[src/rtl/memif_pkg.sv]
// Shared types and widths for the memory-interface arbiter.
package memif_pkg;

   typedef enum logic [1:0] {
      ST_IDLE = 2'd0,
      ST_CMD  = 2'd1,
      ST_DATA = 2'd2
   } state_e;

   localparam int MI_ADDR_W = 32;
   localparam int MI_LEN_W  = 7;
   localparam int MI_DATA_W = 16;

endpackage

[src/rtl/memif_arbiter_rr_pick.sv]
// Round-robin picker: first requesting port at or after the pointer, wrapping mod N_PORTS.
module memif_arbiter_rr_pick #(
   parameter int N_PORTS = 2,
   parameter int SEL_W   = $clog2(N_PORTS)
) (
   input  logic [N_PORTS-1:0] req_i,
   input  logic [SEL_W-1:0]   ptr_i,
   output logic               found_o,
   output logic [SEL_W-1:0]   idx_o
);

   always_comb begin : pick
      int               cand;
      logic [SEL_W-1:0] c;
      found_o = 1'b0;
      idx_o   = '0;
      cand    = 0;
      c       = '0;
      // Scan farthest-first so the nearest requester overwrites and wins.
      for (int k = N_PORTS - 1; k >= 0; k--) begin
         cand = int'(ptr_i) + k;
         if (cand >= N_PORTS) cand = cand - N_PORTS;
         c = SEL_W'(cand);
         if (req_i[c]) begin
            found_o = 1'b1;
            idx_o   = c;
         end
      end
   end

endmodule

[src/rtl/memif_arbiter.sv]
// Burst arbiter sharing one memory-controller interface among N DMA requesters.
//   state   | meaning
//   IDLE    | no grant; pick next requester round-robin
//   CMD     | command of port sel presented to the controller
//   DATA    | burst in flight; beats routed to port sel until last
module memif_arbiter
   import memif_pkg::*;
#(
   parameter int N_PORTS = 2
) (
   input  logic                           clk,
   input  logic                           rst,
   input  logic [MI_ADDR_W*N_PORTS-1:0]   u_addr_i,
   input  logic [MI_LEN_W*N_PORTS-1:0]    u_len_i,
   input  logic [N_PORTS-1:0]             u_rw_i,
   input  logic [N_PORTS-1:0]             u_valid_i,
   output logic [N_PORTS-1:0]             u_ready_o,
   input  logic [MI_DATA_W*N_PORTS-1:0]   u_wdata_i,
   output logic [N_PORTS-1:0]             u_wack_o,
   output logic [N_PORTS-1:0]             u_wlast_o,
   output logic [MI_DATA_W-1:0]           u_rdata_o,
   output logic [N_PORTS-1:0]             u_rstb_o,
   output logic [N_PORTS-1:0]             u_rlast_o,
   output logic [MI_ADDR_W-1:0]           m_addr_o,
   output logic [MI_LEN_W-1:0]            m_len_o,
   output logic                           m_rw_o,
   output logic                           m_valid_o,
   input  logic                           m_ready_i,
   output logic [MI_DATA_W-1:0]           m_wdata_o,
   input  logic                           m_wack_i,
   input  logic                           m_wlast_i,
   input  logic [MI_DATA_W-1:0]           m_rdata_i,
   input  logic                           m_rstb_i,
   input  logic                           m_rlast_i,
   output logic                           busy_o
);

   localparam int SEL_W = $clog2(N_PORTS);

   state_e           state_q, state_d;
   logic [SEL_W-1:0] sel_q, sel_d;
   logic [SEL_W-1:0] ptr_q, ptr_d;
   logic             rw_q, rw_d;
   logic             pick_found;
   logic [SEL_W-1:0] pick_idx;

   memif_arbiter_rr_pick #(
      .N_PORTS (N_PORTS),
      .SEL_W   (SEL_W)
   ) u_pick (
      .req_i   (u_valid_i),
      .ptr_i   (ptr_q),
      .found_o (pick_found),
      .idx_o   (pick_idx)
   );

   always_ff @(posedge clk or posedge rst) begin
      if (rst) begin
         state_q <= ST_IDLE;
         sel_q   <= '0;
         ptr_q   <= '0;
         rw_q    <= 1'b0;
      end else begin
         state_q <= state_d;
         sel_q   <= sel_d;
         ptr_q   <= ptr_d;
         rw_q    <= rw_d;
      end
   end

   always_comb begin
      state_d   = state_q;
      sel_d     = sel_q;
      ptr_d     = ptr_q;
      rw_d      = rw_q;
      m_valid_o = 1'b0;
      u_ready_o = '0;
      u_wack_o  = '0;
      u_wlast_o = '0;
      u_rstb_o  = '0;
      u_rlast_o = '0;
      case (state_q)
         ST_IDLE: begin
            if (pick_found) begin
               sel_d   = pick_idx;
               state_d = ST_CMD;
            end
         end
         ST_CMD: begin
            m_valid_o = u_valid_i[sel_q];
            u_ready_o[sel_q] = u_valid_i[sel_q] & m_ready_i;
            if (u_valid_i[sel_q] && m_ready_i) begin
               rw_d    = u_rw_i[sel_q];
               state_d = ST_DATA;
            end else if (!u_valid_i[sel_q]) begin
               // Requester withdrew before accept: abandon without moving the pointer.
               state_d = ST_IDLE;
            end
         end
         ST_DATA: begin
            u_wack_o[sel_q]  = m_wack_i;
            u_wlast_o[sel_q] = m_wlast_i;
            u_rstb_o[sel_q]  = m_rstb_i;
            u_rlast_o[sel_q] = m_rlast_i;
            if ((!rw_q && m_wack_i && m_wlast_i) || (rw_q && m_rstb_i && m_rlast_i)) begin
               state_d = ST_IDLE;
               ptr_d   = (sel_q == SEL_W'(N_PORTS - 1)) ? '0 : sel_q + 1'b1;
            end
         end
         default: state_d = ST_IDLE;
      endcase
   end

   assign m_addr_o  = u_addr_i[sel_q*MI_ADDR_W +: MI_ADDR_W];
   assign m_len_o   = u_len_i[sel_q*MI_LEN_W +: MI_LEN_W];
   assign m_rw_o    = u_rw_i[sel_q];
   assign m_wdata_o = u_wdata_i[sel_q*MI_DATA_W +: MI_DATA_W];
   assign u_rdata_o = m_rdata_i;
   assign busy_o    = (state_q != ST_IDLE);

endmodule

[config.mk]
export PLATFORM = sky130hd
export DESIGN_NAME = memif_arbiter
export DESIGN_NICKNAME = d
export VERILOG_FILES = /design/src/rtl/memif_pkg.sv /design/src/rtl/memif_arbiter_rr_pick.sv /design/src/rtl/memif_arbiter.sv
export SDC_FILE = /design/constraint.sdc
export NUM_CORES = 1
export LEC_CHECK = 0
export ABC_AREA = 1
export BUFFER_PORTS_ARGS = -buffer_cell sky130_fd_sc_hd__buf_4
export CELL_PAD_IN_SITES_DETAIL_PLACEMENT = 1
export CELL_PAD_IN_SITES_GLOBAL_PLACEMENT = 1
export CORE_AREA = 3 3 101 103
export CTS_BUF_LIST = sky130_fd_sc_hd__clkbuf_8
export CTS_CLUSTER_SIZE = 25
export DETAILED_ROUTE_END_ITERATION = 10
export DIE_AREA = 0 0 104 106
export GPL_TIMING_DRIVEN = 1
export PLACE_DENSITY_LB_ADDON = 0.1
export SYNTH_ARGS = -nofsm -noshare
export SYNTH_HDL_FRONTEND = slang
export SYNTH_HIERARCHICAL = 1
export SYNTH_SLANG_ARGS = --single-unit
[constraint.sdc]
create_clock -name clk -period 1.15 [get_ports clk]
set_clock_uncertainty 0.05 [all_clocks]
set_input_delay 0.23 -clock clk [delete_from_list [all_inputs] [get_ports clk]]
set_output_delay 0.23 -clock clk [all_outputs]
set_load 0.01 [all_outputs]
==> summary.md, run 1 <==
| Metric | Value |
|---|---|
| Critical path type | flop to output pin |
| Die W | about 100 um |
| Net count, final | 572 |
| Vias/cell | 3.91 |
| Share of cells above drive strength 1 | 61.3% |
| Crit path launch type | flop |
| Number of CTS-inserted buffers | 3 |
| FF-to-FF path depth | 8 |
| Period utilisation layout | 136% |
| Starting DRT DRC Count | a little over 50 |
| Std-Cell Rows | 35 |
| Fillers | between 1000 and 1500 |
| Layout area overhead | 172% |
| Largest net degree at the start of global routing | 27 |
| Slew HR | a little over 80% |
| Crit-path cells | buf_12 > nand2_2 > nand2_4 > nand3_4 > nor2_2 > buf_4 |
| Io pins | between 200 and 250 |
| Final Slew Violations | 0 |
| Die height | about 110 um |
| DP HPWL | 6.28 mm |
| Commonest non-fill, non-tap cell in the layout | buf_4 |
| Most frequent cells in the layout | 164 x buf_4, 148 x nand2_1, 33 x buf_6 |
| H-tree depth | 1 |
| Wirelength per Cell | 14.1 um |
| Post-Synthesis Cells | 250 |
| DRT Wirelength | 7.94 mm |
| Antenna viol nets, final | 0 |
| Worst-skew pair later-pin latency | 220 ps |
| Port bufs | 188 |
| FF+latch count, synth | 5 |
| Worst VDD drop | 0.914 mV |
| Slowest-stage cell, CP | dfrtp_2 |
| Violated checks | negative setup slack |
| GRT Total Usage | 13.2% |
| Cell Area, Synth | 1200 um^2 |
| Post-Syn Nets | about 390 |
| Power, Total | 6.99 mW |
| Status | complete, but fails checks |
| Crit path required time | 870 ps |
| Largest cells by area after synthesis | nand2_1 55%, buf_4 13%, dfrtp_1 10%, inv_1 3.7%, buf_2 2.5% |
| Static leakage | around 1.9 nW |
| Initial antenna violation count | 0 |
| # setup viols final | 71 |
| GPL Wtd Cong | 0.724 |
| Number of buffers and inverters on the critical path | 2 |
| CP Data Arrival Time | 1280 ps |
| Worst hold-check path type | input port to flop |
| CP Depth | 6 |
| Die area | 11000 um^2 |
| Final Hold Viols | 0 |
| Setup WS post-layout | -414 ps |
| Worst slew pin tran | 278 ps |
| First-pass GRT wire length | ~12 mm |
| Vias in the first global route | 2307 |
| Average size of a mapped cell | a little under 5 um^2 |
| Initial Util | 13.0% |
| Worst-path fanout max | 6 |
| Fmax | 640 MHz |
| GRT Residual Overflow | 0 |
| Yosys cell types | 18 |
| Reg clk slew, reported paths | 40 ps |
| CP delay by family, top | flip-flops |
| Cell taking the most area after synthesis | nand2_1 |
| Cell Pwr Density | 2140 nW/um^2 |
| Hold Slack | 169 ps |
| Antenna Cells | 0 |
| Critical Path End Type | output pin |
| Drt first pass iters | 2 |
| # DRC | 0 |
| Clk buf depth | 2 |
| Total number of vias | 2202 |
| RSZ-0062 raised after global routing | yes |
| Post-layout min period | 1560 ps |
| Root buf cell | clkbuf_8 |
| Hold depth | 2 |
| Yosys top cell area share | 55.2% |
| Ys Warns | 6 |
| CTS tree | done |
| Core footprint | 9280 um^2 |
| Seq/Total Area, Yosys | between 10% and 20% |
| CP max stage delay | 430 ps |
| Num Clock Sinks | 5 |
| MaxCap Viol Count | 0 |
power by group:
group / internal, mW / switching [mW]
registers: 0.265 / 0.159
clock network: 0.233 / 0.0954
logic: 3.20 / 3.04
total: 3.69 / 3.30
per-stage QoR:
step / area (um^2) / TNS (ps) / setup WS, ps / std cells / util (%)
finish: 3270 / -25260 / -414 / 563 / 35.2
global route: 3270 / -28760 / -467 / 563 / 35.2
CTS: 3100 / -25110 / -400 / 562 / 33.3
detailed placement: 2730 / -9710 / -188 / 551 / 29.4
global placement: 2730 / -8420 / -183 / 551 / 29.4
floorplan: 1230 / -194 / -32.7 / 250 / -
synthesized netlist by cell type, drive strengths merged:
| master | number |
|---|---|
| dfrtp | 5 |
| buf | 29 |
| nor2 | 5 |
| nand3 | 4 |
| nor3 | 8 |
| o21ai | 2 |
| inv | 13 |
| or2 | 1 |
| nand2 | 180 |
| a21oi | 2 |
| nand4 | 1 |
worst register-to-register path, stage by stage (launching register included):
cell and delay, ps:
dfrtp_2 430, buf_12 170, nand2_2 80, nand2_4 80
nand3_4 90, buf_4 140, buf_4 120, nand2_1 60
nand2_1 50
per-layer routing:
layer / global-route usage, % / part of all wire, %
met2: 27.3 / 58
met5: 0 / 0
met1: 13.7 / 35
met4: 2.28 / 1.1
met3: 2.67 / 6.4
sequential cells by signal (all words and copies together), names as in the netlist:
name     count
ptr_q        1
rw_q         1
sel_q        1
state_q      2
cell families (layout without fill, tap and decap cells):
logic type	Yosys count	in the layout	synth area share, %
compound gates	4	4	1.66
buf+inv	42	225	21.9
flops	5	5	10.4
simple gates	199	200	66.0
area by class of cell:
| type | instances | area (um^2) | area share [%] |
|---|---|---|---|
| timing repair buffer | 208 | 1840 | 56.1 |
| multi-input combinational | 204 | 1040 | 31.8 |
| tap | 129 | 161 | 4.93 |
| sequential | 5 | 128 | 3.90 |
| inverter | 13 | 58.8 | 1.80 |
| clock buffer | 3 | 41.3 | 1.26 |
| clock inverter | 1 | 5.00 | 0.153 |
worst paths after layout:
check	startpoint	endpoint	slack [ps]
worst max-delay path	sel_q$_DFFE_PP0P_	u_ready_o[0]	-410
worst min-delay path	m_ready_i	state_q[0]$_DFFE_PP0P_	170
worst max register to register	sel_q$_DFFE_PP0P_	rw_q$_DFFE_PP0P_	-230
worst min register to register	ptr_q$_DFFE_PP0P_	ptr_q$_DFFE_PP0P_	440
max in group asynchronous	rst	sel_q$_DFFE_PP0P_	410
min in group asynchronous	rst	ptr_q$_DFFE_PP0P_	430
timing repair:
action | in CTS | in global routing
cloned | 4 | 1
setup endpoints to repair | 72 | 73
endpoints found under the hold margin | 5 | 0
hold buffers | 1 | 0
gates resized for setup | 57 | 45
pin swaps | 10 | 9
buffers inserted | 2 | 0
(Power assumes the default switching activity.)
==> run 2, diff against run 1 <==
--- a/config.mk
+++ b/config.mk
@@ -7,7 +7,7 @@
 export LEC_CHECK = 0
 export ABC_AREA = 1
 export BUFFER_PORTS_ARGS = -buffer_cell sky130_fd_sc_hd__buf_4
-export CELL_PAD_IN_SITES_DETAIL_PLACEMENT = 1
+export CELL_PAD_IN_SITES_DETAIL_PLACEMENT = 0
 export CELL_PAD_IN_SITES_GLOBAL_PLACEMENT = 1
 export CORE_AREA = 3 3 101 103
 export CTS_BUF_LIST = sky130_fd_sc_hd__clkbuf_8
==> run 2 against run 1 <==
Effect of this change: the flow still finishes with violations (negative setup slack); final area fell by 7.7%; sequential share of layout area grew 0.32 points; final cell count is 0.53% higher; wire length down 11%; maximum frequency up 2.0%.
==> summary.md, run 2 (synthesis results as in run 1) <==
| Metric | Value |
|---|---|
| Worst-path fanout max | 13 (was 6) |
| Power, Total | 6.17 mW (was 6.99 mW) |
| Core footprint | 9280 um^2 (unchanged) |
| Reg clk slew, reported paths | 40 ps (about the same) |
| Multi-input logic area | 922 um^2 (was 1040 um^2) |
| Vias in the first global route | 2039 (was 2307) |
| Drt first pass iters | 4 (was 2) |
| CTS tree | done (unchanged) |
| DP HPWL | 5.63 mm (was 6.28 mm) |
| CP max stage delay | 440 ps (was 430 ps) |
| Starting DRT DRC Count | 65 (was 51) |
| Wirelength per Cell | 12.5 um (was 14.1 um) |
| Initial Util | 13.0% (unchanged) |
| Period utilisation layout | 133% (was 136%) |
| Root buf cell | clkbuf_8 (unchanged) |
| # DRC | 0 (unchanged) |
| Static leakage | 1.82 nW (was 1.88 nW) |
| Commonest non-fill, non-tap cell in the layout | buf_4 (unchanged) |
| Sequential Area | 128 um^2 (unchanged) |
| MaxCap Viol Count | 0 (unchanged) |
| Total number of vias | 2129 (was 2202) |
| GPL Wtd Cong | 0.724 (unchanged) |
| First-pass GRT wire length | 10.6 mm (was 12.0 mm) |
| # setup viols final | 71 (unchanged) |
| Worst VDD drop | 0.711 mV (was 0.914 mV) |
| H-tree depth | 1 (unchanged) |
| Io pins | 221 (unchanged) |
| Violated checks | negative setup slack (unchanged) |
| Critical path type | flop to output pin (unchanged) |
| Post-layout min period | 1530 ps (was 1560 ps) |
| RSZ-0062 raised after global routing | yes (unchanged) |
| DRT Wirelength | 7.07 mm (was 7.94 mm) |
| Port bufs | 188 (unchanged) |
| Status | complete, but fails checks (unchanged) |
| Worst slew pin tran | 238 ps (was 278 ps) |
| CP Data Arrival Time | 1250 ps (was 1280 ps) |
| Die W | 104 um (unchanged) |
| Crit path required time | 870 ps (about the same) |
| Antenna viol nets, final | 0 (unchanged) |
| Max reg flops | 2 (unchanged) |
| Cell Pwr Density | 2040 nW/um^2 (was 2140 nW/um^2) |
| Hold Slack | 172 ps (was 169 ps) |
| Number of CTS-inserted buffers | 3 (unchanged) |
| Most frequent cells in the layout | 193 x buf_4, 174 x nand2_1, 12 x buf_6 (was 164 x buf_4, 148 x nand2_1, 33 x buf_6) |
| Slowest-stage cell, CP | dfrtp_2 (unchanged) |
| Num Clock Sinks | 5 (unchanged) |
| Final Slew Violations | 0 (unchanged) |
| Fmax | 652 MHz (was 640 MHz) |
| Layout area overhead | 151% (was 172%) |
| Vias/cell | 3.76 (was 3.91) |
| Slew HR | 84.2% (was 81.5%) |
| FF-to-FF setup slack | -90 ps (was -230 ps) |
| Critical Path End Type | output pin (unchanged) |
| Net count, final | 575 (was 572) |
| Clk buf depth | 2 (unchanged) |
| Largest net degree at the start of global routing | 28 (was 27) |
| Initial antenna violation count | 0 (unchanged) |
| Die area | 11000 um^2 (unchanged) |
| Antenna Cells | 0 (unchanged) |
| Worst hold-check path type | input port to flop (unchanged) |
| Biggest register | state_q (unchanged) |
| Die height | 106 um (unchanged) |
| Std-Cell Rows | 35 (unchanged) |
| Setup WS post-layout | -383 ps (was -414 ps) |
| Fillers | 1069 (was 1203) |
| Share of cells above drive strength 1 | 55.1% (was 61.3%) |
| Crit path launch type | flop (unchanged) |
| Final Hold Viols | 0 (unchanged) |
| GRT Total Usage | 11.6% (was 13.2%) |
| Worst-skew pair later-pin latency | 220 ps (about the same) |
| GRT Residual Overflow | 0 (unchanged) |
| Crit-path cells | buf_4 > clkbuf_16 > nand2_1 > nand2_1 > buf_4 (was buf_12 > nand2_2 > nand2_4 > nand3_4 > nor2_2 > buf_4) |
run 2: final timing paths:
check	to	cells past startpoint	startpoint
max	m_wdata_o[8]	5	sel_q$_DFFE_PP0P_
max reg2reg	rw_q$_DFFE_PP0P_	6	sel_q$_DFFE_PP0P_
min in group asynchronous	ptr_q$_DFFE_PP0P_	3	rst
min reg2reg	ptr_q$_DFFE_PP0P_	2	ptr_q$_DFFE_PP0P_
max in group asynchronous	sel_q$_DFFE_PP0P_	3	rst
min	state_q[0]$_DFFE_PP0P_	2	m_ready_i
run 2: area by class of cell:
| type | instances | area share [%] |
|---|---|---|
| timing repair buffer | 211 | 56.5 |
| inverter | 13 | 1.86 |
| clock inverter | 1 | 0.166 |
| clock buffer | 3 | 1.37 |
| sequential | 5 | 4.23 |
| multi-input combinational | 204 | 30.5 |
| tap | 129 | 5.34 |
run 2: timing repair:
item / 4_1_cts / 5_1_grt
hold buffers: 1 / 0
setup buffers: 6 / 4
gates cloned: 2 / 1
pin swaps: 1 / 4
resized for setup: 29 / 11
hold endpoints to repair: 5 / 0
setup endpoints to repair: 72 / 73
run 2: per-stage QoR:
| step | util, % | worst slack (ps) | std cells | TNS [ps] | cell area [um^2] |
|---|---|---|---|---|---|
| 6_report | 32.5 | -383 | 566 | -22980 | 3020 |
| 5_1_grt | 32.5 | -449 | 566 | -27440 | 3020 |
| 4_1_cts | 31.8 | -393 | 563 | -23560 | 2950 |
| 3_5_place_dp | 29.4 | -176 | 551 | -8970 | 2730 |
| 3_3_place_gp | 29.4 | -183 | 551 | -8420 | 2730 |
| 2_1_floorplan | - | -32.7 | 250 | -194 | 1230 |
run 2: routing by layer:
layer  share of wire [%]  track usage, %  vias up
met2                  58            24.0       95
li1                    -               -     1106
met4                0.41            1.90        0
met3                 6.9            2.19        2
met1                  34            12.0      926
met5                   0               0        -
run 2: worst max-delay path, delay by kind of cell (launching register included):
family	cells	cell delay, ps
simple gates	2	110
buf+inv	3	480
flops	1	440
run 2: power by group:
part           total, mW  internal, mW  switching (mW)  leakage [nW]
combinational       5.47          2.74            2.73          1.73
sequential         0.373         0.265           0.108        0.0602
clock              0.327         0.233          0.0941        0.0255
total               6.17          3.24            2.93          1.82
==> run 3, diff against run 2 <==
--- a/config.mk
+++ b/config.mk
@@ -9,11 +9,11 @@
 export BUFFER_PORTS_ARGS = -buffer_cell sky130_fd_sc_hd__buf_4
 export CELL_PAD_IN_SITES_DETAIL_PLACEMENT = 0
 export CELL_PAD_IN_SITES_GLOBAL_PLACEMENT = 1
-export CORE_AREA = 3 3 101 103
+export CORE_AREA = 3 3 94 96
 export CTS_BUF_LIST = sky130_fd_sc_hd__clkbuf_8
 export CTS_CLUSTER_SIZE = 25
 export DETAILED_ROUTE_END_ITERATION = 10
-export DIE_AREA = 0 0 104 106
+export DIE_AREA = 0 0 97 99
 export GPL_TIMING_DRIVEN = 1
 export PLACE_DENSITY_LB_ADDON = 0.1
 export SYNTH_ARGS = -nofsm -noshare
==> constraint.sdc (replaced) <==
create_clock -name clk -period 1.8 [get_ports clk]
set_clock_uncertainty 0.05 [all_clocks]
set_input_delay 0.36 -clock clk [delete_from_list [all_inputs] [get_ports clk]]
set_output_delay 0.36 -clock clk [all_outputs]
set_load 0.01 [all_outputs]
==> run 3 against run 2 <==
Effect of this change: the run now ends clean; final cell count decreased by 7.1%; critical path depth fell by 2; sequential share of layout area increased by 0.47 points; register-to-register slack gained 640 ps; power down 47%; wire length down 12%; final area is 11% lower; clock power is 36% lower; core utilization up 0.52 points; die area down 13%; non-clock buffer count is 16 lower.
==> summary.md, run 3 (synthesis results as in run 1) <==
| Metric | Value |
|---|---|
| Status | complete, no violations (was complete, but fails checks) |
| Worst slew pin tran | 253 ps (was 238 ps) |
| Cell internal pwr | 1.67 mW (was 3.24 mW) |
| Largest net degree at the start of global routing | 57 (was 28) |
| Cell total after placement | 518 (was 551) |
| # setup viols final | 0 (was 71) |
| Die height | 99 um (was 106 um) |
| Worst-path fanout max | 56 (was 13) |
| Die W | 97 um (was 104 um) |
| Biggest register | state_q (unchanged) |
| GRT Total Usage | 11.9% (was 11.6%) |
| GRT Residual Overflow | 0 (unchanged) |
| Critical path type | flop to output pin (unchanged) |
| Clk buf depth | 2 (unchanged) |
| Setup WS post-layout | 38.3 ps (was -383 ps) |
| Logic pwr share | 86.8% (was 88.6%) |
| Post-layout util | 33.1% (was 32.5%) |
| GPL Wtd Cong | 0.788 (was 0.724) |
| TNS Setup | 0 ps (was -22980 ps) |
| Reg clk slew, reported paths | 40 ps (about the same) |
| Pre-CTS setup slack | 181 ps (was -176 ps) |
| Reg power frac | 6.9% (was 6.0%) |
| Final Slew Violations | 0 (unchanged) |
| Crit path required time | 1390 ps (was 870 ps) |
| Share of cells above drive strength 1 | 49.9% (was 55.1%) |
| Num Clock Sinks | 5 (unchanged) |
| MaxCap Viol Count | 0 (unchanged) |
| Core footprint | 8130 um^2 (was 9280 um^2) |
| Net count, final | 559 (was 575) |
| Post-layout min period | 1760 ps |
| Most frequent cells in the layout | 192 x buf_4, 176 x nand2_1, 13 x inv_1 (was 193 x buf_4, 174 x nand2_1, 12 x buf_6) |
| Number of CTS-inserted buffers | 3 (unchanged) |
| Slew HR | 83.1% (was 84.2%) |
| Vias in the first global route | 1843 (was 2039) |
| Sw frac | 49.3% (was 47.5%) |
| Commonest non-fill, non-tap cell in the layout | buf_4 (unchanged) |
| Worst-skew pair later-pin latency | 220 ps (about the same) |
| Period utilisation layout | 97.9% |
| First-pass GRT wire length | 9.52 mm (was 10.6 mm) |
| CTS tree | done (unchanged) |
| Drt first pass iters | 6 (was 4) |
| Hold Slack | 6.62 ps (was 172 ps) |
| Root buf cell | clkbuf_8 (unchanged) |
| Fin cells | 526 (was 566) |
| Worst VDD drop | 0.621 mV (was 0.711 mV) |
| H-tree depth | 1 (unchanged) |
| Layout area overhead | 123% (was 151%) |
| Antenna Cells | 0 (unchanged) |
| Antenna viol nets, final | 0 (unchanged) |
| Fmax | 568 MHz |
| Die area | 9600 um^2 (was 11000 um^2) |
| DP HPWL | 4.97 mm (was 5.63 mm) |
| DRT Wirelength | 6.23 mm (was 7.07 mm) |
| CP Data Arrival Time | 1350 ps (was 1250 ps) |
| Critical Path End Type | output pin (unchanged) |
| Port bufs | 188 (unchanged) |
| Static leakage | 1.69 nW (was 1.82 nW) |
| Starting DRT DRC Count | 78 (was 65) |
| Placed cell area | 2590 um^2 (was 2730 um^2) |
| # DRC | 0 (unchanged) |
| Clock power frac | 6.3% (was 5.3%) |
| Worst hold-check path type | input port to asynchronous set/reset pin (was input port to flop) |
| Power, Total | 3.29 mW (was 6.17 mW) |
| Std-Cell Rows | 33 (was 35) |
| Initial Util | 14.8% (was 13.0%) |
| Crit path launch type | flop (unchanged) |
| RSZ-0062 raised after global routing | no (was yes) |
| Total number of vias | 2003 (was 2129) |
| Max reg flops | 2 (unchanged) |
| Cell Pwr Density | 1220 nW/um^2 (was 2040 nW/um^2) |
| Wirelength per Cell | 11.9 um (was 12.5 um) |
| Final Hold Viols | 0 (unchanged) |
| Post-route cell area | 2690 um^2 (was 3020 um^2) |
| Net Switching | 1.62 mW (was 2.93 mW) |
| Vias/cell | 3.81 (was 3.76) |
| Initial antenna violation count | 0 (unchanged) |
| Io pins | 221 (unchanged) |
-- run 3: cell types whose count changed in the layout (fill, tap and decap cells not counted), sizes merged --
cell / before / now
nand2: 181 / 180
inv: 13 / 15
buf: 209 / 195
dlygate4sd3: 1 / 0
clkinv: 1 / 0
clkbuf: 4 / 3
-- run 3: power groups by stage --
stage	logic [mW]	clock network, mW	registers (mW)
6_report	2.86	0.208	0.227
4_1_cts	2.88	0.212	0.228
5_1_grt	3.18	0.219	0.233
2_1_floorplan	1.51	0	0.191
3_3_place_gp	2.81	0	0.235
3_5_place_dp	2.80	0	0.235
-- run 3: final timing paths --
path,slack (ps),startpoint,endpoint,depth (start not counted)
min in group clk,290,m_ready_i,state_q[0]$_DFFE_PP0P_,2
min reg2reg,420,ptr_q$_DFFE_PP0P_,ptr_q$_DFFE_PP0P_,2
max reg2reg,550,sel_q$_DFFE_PP0P_,rw_q$_DFFE_PP0P_,5
min,7,rst,state_q[0]$_DFFE_PP0P_,2
max,40,sel_q$_DFFE_PP0P_,u_rlast_o[0],3
max in group asynchronous,1480,rst,sel_q$_DFFE_PP0P_,2
-- run 3: final cells by class --
class / instances / area, um^2
fillers: 914 / 5450
inverters: 13 / 56.3
clock inverters: 1 / 3.75
repair buffers: 195 / 1500
flip-flops and latches: 5 / 126
repair inverters: 1 / 6.26
clock buffers: 3 / 41.3
well taps: 105 / 131
multi-input cells: 203 / 822
-- run 3: critical path, cell delays in order, from the launching register on --
cell and delay, ps:
dfrtp_2 470, buf_12 220, nor3_1 250, buf_4 160
-- run 3: repair_timing --
item,in CTS,in global routing
buffers inserted,2,1
cloned,1,0
hold buffers,0,0
gates resized for setup,1,2
pin swaps,0,0
setup endpoints to repair,34,5
-- run 3: metal layers --
metal | track usage [%] | vias up | routed length (um)
met5 | 0 | - | 0
met4 | 1.62 | 0 | 21
met3 | 1.84 | 6 | 384
met2 | 23.4 | 81 | 3570
met1 | 13.7 | 846 | 2260
li1 | - | 1070 | -
